[src/rtl/execute_mc_stage.sv]
// rtl/execute_mc_stage.sv - LEGv8 EX stage with EX/MEM register and iterative shift-add MUL
module execute_mc_stage #(
    parameter int N            = 64,
    parameter int BRANCH_SHIFT = 2
) (
    input  logic         clk,
    input  logic         reset,
    input  logic         valid_E,
    input  logic         flush_E,
    input  logic         AluSrc,
    input  logic [3:0]   AluControl,
    input  logic [N-1:0] PC_E,
    input  logic [N-1:0] signImm_E,
    input  logic [N-1:0] readData1_E,
    input  logic [N-1:0] readData2_E,
    output logic         stall_E,
    output logic         valid_M,
    output logic [N-1:0] aluResult_M,
    output logic [N-1:0] writeData_M,
    output logic [N-1:0] PCBranch_M,
    output logic         zero_M
);

    localparam int            SW   = $clog2(N);
    localparam logic [SW-1:0] LAST = SW'(N - 1);

    localparam logic [3:0] OP_AND  = 4'b0000;
    localparam logic [3:0] OP_OR   = 4'b0001;
    localparam logic [3:0] OP_ADD  = 4'b0010;
    localparam logic [3:0] OP_SUB  = 4'b0110;
    localparam logic [3:0] OP_PASS = 4'b0111;
    localparam logic [3:0] OP_NOR  = 4'b1100;
    localparam logic [3:0] OP_LSL  = 4'b1001;
    localparam logic [3:0] OP_LSR  = 4'b1010;
    localparam logic [3:0] OP_MUL  = 4'b1000;

    typedef enum logic {IDLE, BUSY} state_t;

    state_t        state_q, state_d;
    logic [SW-1:0] count_q, count_d;
    logic [N-1:0]  acc_q, acc_d;
    logic [N-1:0]  mcand_q, mcand_d;
    logic [N-1:0]  mplier_q, mplier_d;
    logic [N-1:0]  pcb_l_q, pcb_l_d;
    logic [N-1:0]  wd_l_q, wd_l_d;
    logic          valid_m_q, valid_m_d;
    logic [N-1:0]  alu_m_q, alu_m_d;
    logic [N-1:0]  wd_m_q, wd_m_d;
    logic [N-1:0]  pcb_m_q, pcb_m_d;
    logic          zero_m_q, zero_m_d;
    logic          stall;

    logic [N-1:0]  b_op;
    logic [N-1:0]  alu_res;
    logic [N-1:0]  pc_branch;
    logic [N-1:0]  mul_acc;

    always_comb begin
        b_op    = AluSrc ? signImm_E : readData2_E;
        alu_res = '0;
        case (AluControl)
            OP_AND:  alu_res = readData1_E & b_op;
            OP_OR:   alu_res = readData1_E | b_op;
            OP_ADD:  alu_res = readData1_E + b_op;
            OP_SUB:  alu_res = readData1_E - b_op;
            OP_PASS: alu_res = b_op;
            OP_NOR:  alu_res = ~(readData1_E | b_op);
            OP_LSL:  alu_res = readData1_E << b_op[SW-1:0];
            OP_LSR:  alu_res = readData1_E >> b_op[SW-1:0];
            default: alu_res = '0;
        endcase
        pc_branch = PC_E + (signImm_E << BRANCH_SHIFT);
        mul_acc   = acc_q + (mplier_q[0] ? mcand_q : '0);
    end

    always_comb begin
        state_d   = state_q;
        count_d   = count_q;
        acc_d     = acc_q;
        mcand_d   = mcand_q;
        mplier_d  = mplier_q;
        pcb_l_d   = pcb_l_q;
        wd_l_d    = wd_l_q;
        valid_m_d = 1'b0;
        alu_m_d   = alu_m_q;
        wd_m_d    = wd_m_q;
        pcb_m_d   = pcb_m_q;
        zero_m_d  = zero_m_q;
        stall     = 1'b0;

        case (state_q)
            IDLE: begin
                if (valid_E && !flush_E) begin
                    if (AluControl == OP_MUL) begin
                        // The branch target is latched pre-summed; MEM sees it only at completion.
                        mcand_d  = readData1_E;
                        mplier_d = b_op;
                        acc_d    = '0;
                        count_d  = '0;
                        pcb_l_d  = pc_branch;
                        wd_l_d   = readData2_E;
                        state_d  = BUSY;
                        stall    = 1'b1;
                    end else begin
                        alu_m_d   = alu_res;
                        zero_m_d  = (alu_res == '0);
                        pcb_m_d   = pc_branch;
                        wd_m_d    = readData2_E;
                        valid_m_d = 1'b1;
                    end
                end
            end
            BUSY: begin
                if (flush_E) begin
                    state_d = IDLE;
                end else begin
                    acc_d    = mul_acc;
                    mcand_d  = mcand_q << 1;
                    mplier_d = mplier_q >> 1;
                    count_d  = count_q + 1'b1;
                    if (count_q == LAST) begin
                        alu_m_d   = mul_acc;
                        zero_m_d  = (mul_acc == '0);
                        pcb_m_d   = pcb_l_q;
                        wd_m_d    = wd_l_q;
                        valid_m_d = 1'b1;
                        state_d   = IDLE;
                    end else begin
                        stall = 1'b1;
                    end
                end
            end
            default: state_d = IDLE;
        endcase
    end

    always_ff @(posedge clk) begin
        if (reset) begin
            state_q   <= IDLE;
            count_q   <= '0;
            acc_q     <= '0;
            mcand_q   <= '0;
            mplier_q  <= '0;
            pcb_l_q   <= '0;
            wd_l_q    <= '0;
            valid_m_q <= 1'b0;
            alu_m_q   <= '0;
            wd_m_q    <= '0;
            pcb_m_q   <= '0;
            zero_m_q  <= 1'b0;
        end else begin
            state_q   <= state_d;
            count_q   <= count_d;
            acc_q     <= acc_d;
            mcand_q   <= mcand_d;
            mplier_q  <= mplier_d;
            pcb_l_q   <= pcb_l_d;
            wd_l_q    <= wd_l_d;
            valid_m_q <= valid_m_d;
            alu_m_q   <= alu_m_d;
            wd_m_q    <= wd_m_d;
            pcb_m_q   <= pcb_m_d;
            zero_m_q  <= zero_m_d;
        end
    end

    assign stall_E     = stall;
    assign valid_M     = valid_m_q;
    assign aluResult_M = alu_m_q;
    assign writeData_M = wd_m_q;
    assign PCBranch_M  = pcb_m_q;
    assign zero_M      = zero_m_q;

endmodule
[config.mk]
export PLATFORM = sky130hd
export DESIGN_NAME = execute_mc_stage
export DESIGN_NICKNAME = d
export VERILOG_FILES = /design/src/rtl/execute_mc_stage.sv
export SDC_FILE = /design/constraint.sdc
export NUM_CORES = 2
export LEC_CHECK = 0
export CORE_UTILIZATION = 35
export DETAILED_ROUTE_END_ITERATION = 16
export GPL_ROUTABILITY_DRIVEN = 1
export PLACE_DENSITY = 0.6
export SYNTH_ARGS = -nofsm -noshare
export SYNTH_HDL_FRONTEND = slang
export SYNTH_SLANG_ARGS = --single-unit
[constraint.sdc]
create_clock -name clk -period 7.8 [get_ports clk]
set_input_delay 0.78 -clock clk [delete_from_list [all_inputs] [get_ports clk]]
set_output_delay 0.78 -clock clk [all_outputs]
set_load 0.1 [all_outputs]
* After elaboration in Yosys (flattened, before gate mapping)
Index checks and enable logic that the tools add are counted.
Storage, ports and cells: register bits after elaboration 521, bits of input ports 265, output and inout port bits 195
Cells by class: $add $sub $neg 5, eq/ne operators 14, shifts and indexed selects 2, muxes and demuxes 49, bitwise operators 4, reduce and logical (&&, ||, !) cells 8
Operators with widths (count):
- 2-to-1 mux 64 bit | 23
- case mux 64 bit (2 select lines) | 6
- case mux 64 bit (8 select lines) | 1
- adder 64 bit | 3
- zero test 64 bit | 2
- AND 64 bit | 1
- NOT 64 bit | 1
- bitwise OR 64 bit | 1
- << shifter 64 x 6 -> 64 bit | 1
- right shift 64 x 6 -> 64 bit | 1
- subtractor 64 bit | 1
- 2-to-1 mux 6 bit | 3
- == test 4 bit (second input constant) | 4
- 2-to-1 mux 1 bit | 12
- case mux 6 bit (2 select lines) | 1
- == test 4 x 3 -> 1 bit (second input constant) | 2
- != test 2 bit (second input constant) | 4
- adder 6 x 1 -> 6 bit (second input constant) | 1
- == test 6 bit (second input constant) | 1
- case mux 1 bit (2 select lines) | 3
- AND reduction 3 bit | 2
- == test 4 x 1 -> 1 bit (second input constant) | 1
- == test 4 x 2 -> 1 bit (second input constant) | 1
- zero test 4 bit | 1
- 5 further kinds | 5

* Logic depth before layout (Yosys ltp)
depth after elaboration 8, gate-level depth with buffers 36

* Least setup slack after synthesis
OpenSTA, ideal clock, no wires.
path type input to register, from in AluSrc, to reg zero_m_q, in the netlist zero_M, setup time 0.116 ns, data arrival time 6.997 ns, data required time 7.684 ns, setup slack 0.686 ns, stages on the path 34, path buffers 8, cell sequence buf_6 > mux2i_4 > buf_6 > buf_6 > buf_2 > buf_2 > buf_2 > ha_1 > nand2_1 > nor4_1 > and3_1 > and2_1 > nor2b_1 > and3_1 > clkbuf_1 > nand3_1 > nand2_1 > xnor2_1 > ha_1 > clkbuf_1 > a21oi_1 > o21bai_1 > a21oi_1 > o211ai_1 > a311oi_1 > o31ai_1 > a31oi_1 > o31ai_1 > o31a_1 > a41o_1 > nor3_1 > o21ai_0 > a31o_1 > a41o_1
On the way: cells in the longest elaborated chain, start to end 8, elaborated cells on any way between the ends 13, classes of those cells add/sub: 2; shift: 2; mux: 5; bitwise: 3; reduce/logical: 1
RTL lines:
- from (decl) | line 10 | input logic AluSrc,
- 2-to-1 mux 64 bit (*) | line 59 | b_op = AluSrc ? signImm_E : readData2_E;
- parallel branches: the longest is 2 deep, another holds subtractor 64 bit
- case mux 64 bit (8 select lines) (*) | line 61 | case (AluControl)
- zero test 64 bit (*) | line 106 | zero_m_d = (alu_res == '0);
- 2-to-1 mux 1 bit (*) | line 94 | if (AluControl == OP_MUL) begin
- 2-to-1 mux 1 bit (*) | line 93 | if (valid_E && !flush_E) begin
- case mux 1 bit (2 select lines) (*) | line 91 | case (state_q)
- to (signal assigned) | line 163 | zero_m_q <= zero_m_d;
- to (decl) | line 50 | logic zero_m_q, zero_m_d;
Mark *: on every way between the ends. The select of a mux whose other input is x is not followed. A chain may end at the register's enable or synchronous reset.

* Final worst setup path
from in signImm_E[1], to reg zero_m_q, in the netlist zero_M
On the way: cells in the longest elaborated chain, start to end 8, elaborated cells on any way between the ends 13, classes of those cells add/sub: 2; shift: 2; mux: 5; bitwise: 3; reduce/logical: 1
RTL lines:
- from (decl) | line 13 | input logic [N-1:0] signImm_E,
- 2-to-1 mux 64 bit (*) | line 59
- parallel branches: the longest is 2 deep, another holds subtractor 64 bit
- case mux 64 bit (8 select lines) (*) | line 61
- zero test 64 bit (*) | line 106
- 2-to-1 mux 1 bit (*) | line 94
- 2-to-1 mux 1 bit (*) | line 93
- case mux 1 bit (2 select lines) (*) | line 91
Marks and branches as above.

==> out/results.tsv <==
metric	value	unit
status	finished, violations left	
violations	capacitance limit, slew limit	
path_delay_family	compound AO/OA/AOI/OAI gates	
post_dp_cell_area	52700	um^2
regArea	10400	um^2
postRouteAntennaNets	0	
ys_seq_area_share	22.7	%
synth_area	45900	um^2
dp_hpwl	184	mm
viasPerCell	6.23	
powerDensity	179	nW/um^2
holdBufCountCts	0	
htree_levels	3	
core_region_area	130000	um^2
yosys_warnings	0	
design.die.area	133000	um^2
hold_ws	449	ps
root_buffer	clkbuf_16	
crit_arrival	7860	ps
fillCellCount	13300	
syn_inst	6086	
synth_mux_area_share	16.1	%
synthArstFlopShare	0	%
crit_type	in -> reg	
critPathMaxStageDelay	960	ps
synth_compound_area_share	26.3	%
grt_start_max_net_pins	128	
worst_setup_path_start_kind	input pin	
clk_latency	700	ps
cts_num_sinks	521	
synth_xor_area_share	3.99	%
finalPower	9.86	mW
die_w	364	um
hold_path_class	reg -> reg	
max_slew_margin	-1.83	%
final_max_slew_viol_count	5	
ir_worst_vdd	0.130	mV
areaGrowthSynthToFinish	19.7	%
drc_errors	0	
grt.total_usage	34.7	%
first_iter_violations	6072	
finalSetupTns	0	ps
cp_slowest_cell	o21ai_0	
final.period_utilization	93.1	%
fin_nets	6799	
ys_types	99	
grt_pass1_wl	339	mm
worstMarginPinSlew	1510	ps
clk_path_buf_depth	3	
ys_ff_latch	521	
cts_buffers	67	
cp.required	8400	ps
die_y	364	um
fin_area	54900	um^2
yosysTopAreaCell	dfxtp_1	
synth-main-ff-cell	dfxtp_1	
cts_resized	0	
gr-total-overflow	0	
avgSynthCellArea	7.54	um^2
cts_tree	yes	
netlist_top_cells_area	dfxtp_1 (23%), mux2i_1 (8.6%), a21oi_1 (7.3%)	
first_pass_iters	8	
clk_pin_slew	70	ps
clock_skew	25.5	ps
gp_congestion	1.05	
synthSimpleGateAreaFrac	19.6	%
cp-end-kind	register	
routed_wl	239	mm
multi_input_area	33200	um^2
drive_gt1_share	9.59	%
netlist.area_leader.share	22.7	%
fp-row-count	132	
setup_viol	0	
cts_setup_buffers	0	
grt_pass1_vias	46700	
cap_violations	1	
wl_per_cell	29.3	um
crit_buf_inv	6	
synthAdderAreaFrac	5.96	%
fmax	138	MHz
port_buffers	459	
period_needed	7260	ps
synth_nets	6546	
io_pins	460	
p_leak	20.7	nW
crit_top_cell	buf_4	
vias	50700	
antenna_found_initial	19	
synth_top_family_by_area	compound AO/OA/AOI/OAI gates	
cp_max_fo	7	
finalHoldViolCount	0	
synth_enable_flop_cells	0	
rsz0062_at_grt	false	
initial_utilization	35.3	%
## cell type report
type,instances,share of cell area [%]
flip-flops and latches,521,19.0
repair buffers,717,12.1
multi-input cells,4967,60.4
clock inverters,28,0.617
well taps,1742,3.97
diodes,17,0.0775
clock buffers,86,3.38
inverters,65,0.462
## power by group
group	leakage (nW)	total, mW	internal [mW]	switching [mW]
Combinational	15.3	3.85	1.23	2.62
Sequential	4.23	2.80	2.75	0.0556
Clock	1.08	3.21	1.86	1.35
## cell usage after synthesis, types with 30 or more instances
cell	n
o21a_1	35
a211oi_1	206
a31oi_1	59
mux4_2	113
mux2_2	66
xor2_1	65
nand2b_1	30
and3_1	33
nor3_1	151
dfxtp_1	521
a21o_1	111
nand2_1	877
and2_1	82
ha_1	192
inv_1	62
a22oi_1	39
o21ai_0	298
clkbuf_1	405
a311oi_1	44
a21oi_1	673
o21bai_1	35
nor2_1	591
nand4_1	50
buf_1	58
nand3_1	94
o211ai_1	113
buf_2	47
xnor2_1	144
mux2i_1	392
o22ai_1	62
## tightest hold or removal path, cell delays in order, from the launching register on
cell     delay [ps]
dfxtp_1         300
nand2_1          50
a21oi_1          50
## cells by family (layout without fill, tap and decap cells)
kind of cell | count (synthesis) | count (layout)
flip-flops | 521 | 521
AO/OA/AOI/OAI | 1900 | 1900
multiplexers | 579 | 579
AND/OR/NAND/NOR | 2057 | 2057
adder cells (fa/ha/maj) | 222 | 222
XOR/XNOR | 209 | 209
other | 0 | 17
buffers and inverters | 598 | 896
## routing by layer
layer / part of all wire (%) / GRT usage, %
met4: 5.3 / 17.2
met1: 43 / 46.2
met2: 43 / 53.3
met5: 0.026 / 0
met3: 8.7 / 6.95
## flip-flops by register name (all words and copies together) (netlist names), 6 cells and up
signal       cells
pcb_l_q         64
wd_l_q          64
mplier_q        64
aluResult_M     64
count_q          6
mcand_q         64
PCBranch_M      64
writeData_M     64
acc_q           64
## placed cells by master, fill, tap and decap left out, drive strengths merged, types with 28 or more instances in the layout
cell type	n
nand4	50
a21o	111
a22oi	40
nor2b	28
clkbuf	86
buf	263
nand3	94
mux2i	395
o22ai	62
xor2	65
o21ai	301
and2	83
inv	70
nand2b	30
a31oi	59
and3	33
nor2	591
mux4	117
o21a	35
o21bai	35
xnor2	144
ha	192
dfxtp	521
a211oi	206
clkdlybuf4s50	454
o211ai	113
nand2	878
mux2	67
a21oi	673
nor3	152
a311oi	44
## stage by stage
step	setup slack (ps)	util, %	std cells
floorplan	686	-	6086
global placement	112	40.6	8012
detailed placement	77.2	40.6	8012
CTS	816	42.3	8126
global route	293	42.3	8139
finish	537	42.3	8143
## path summary, 6_finish.rpt
check,start,slack (ps),endpoint,depth (start not counted)
min reg2reg,wd_l_q[53],450,wd_l_q[53],2
min,wd_l_q[53],450,wd_l_q[53],2
max reg2reg,mplier_q[0],1180,zero_M,15
max,signImm_E[1],540,zero_M,27
(Power assumes the default switching activity.)
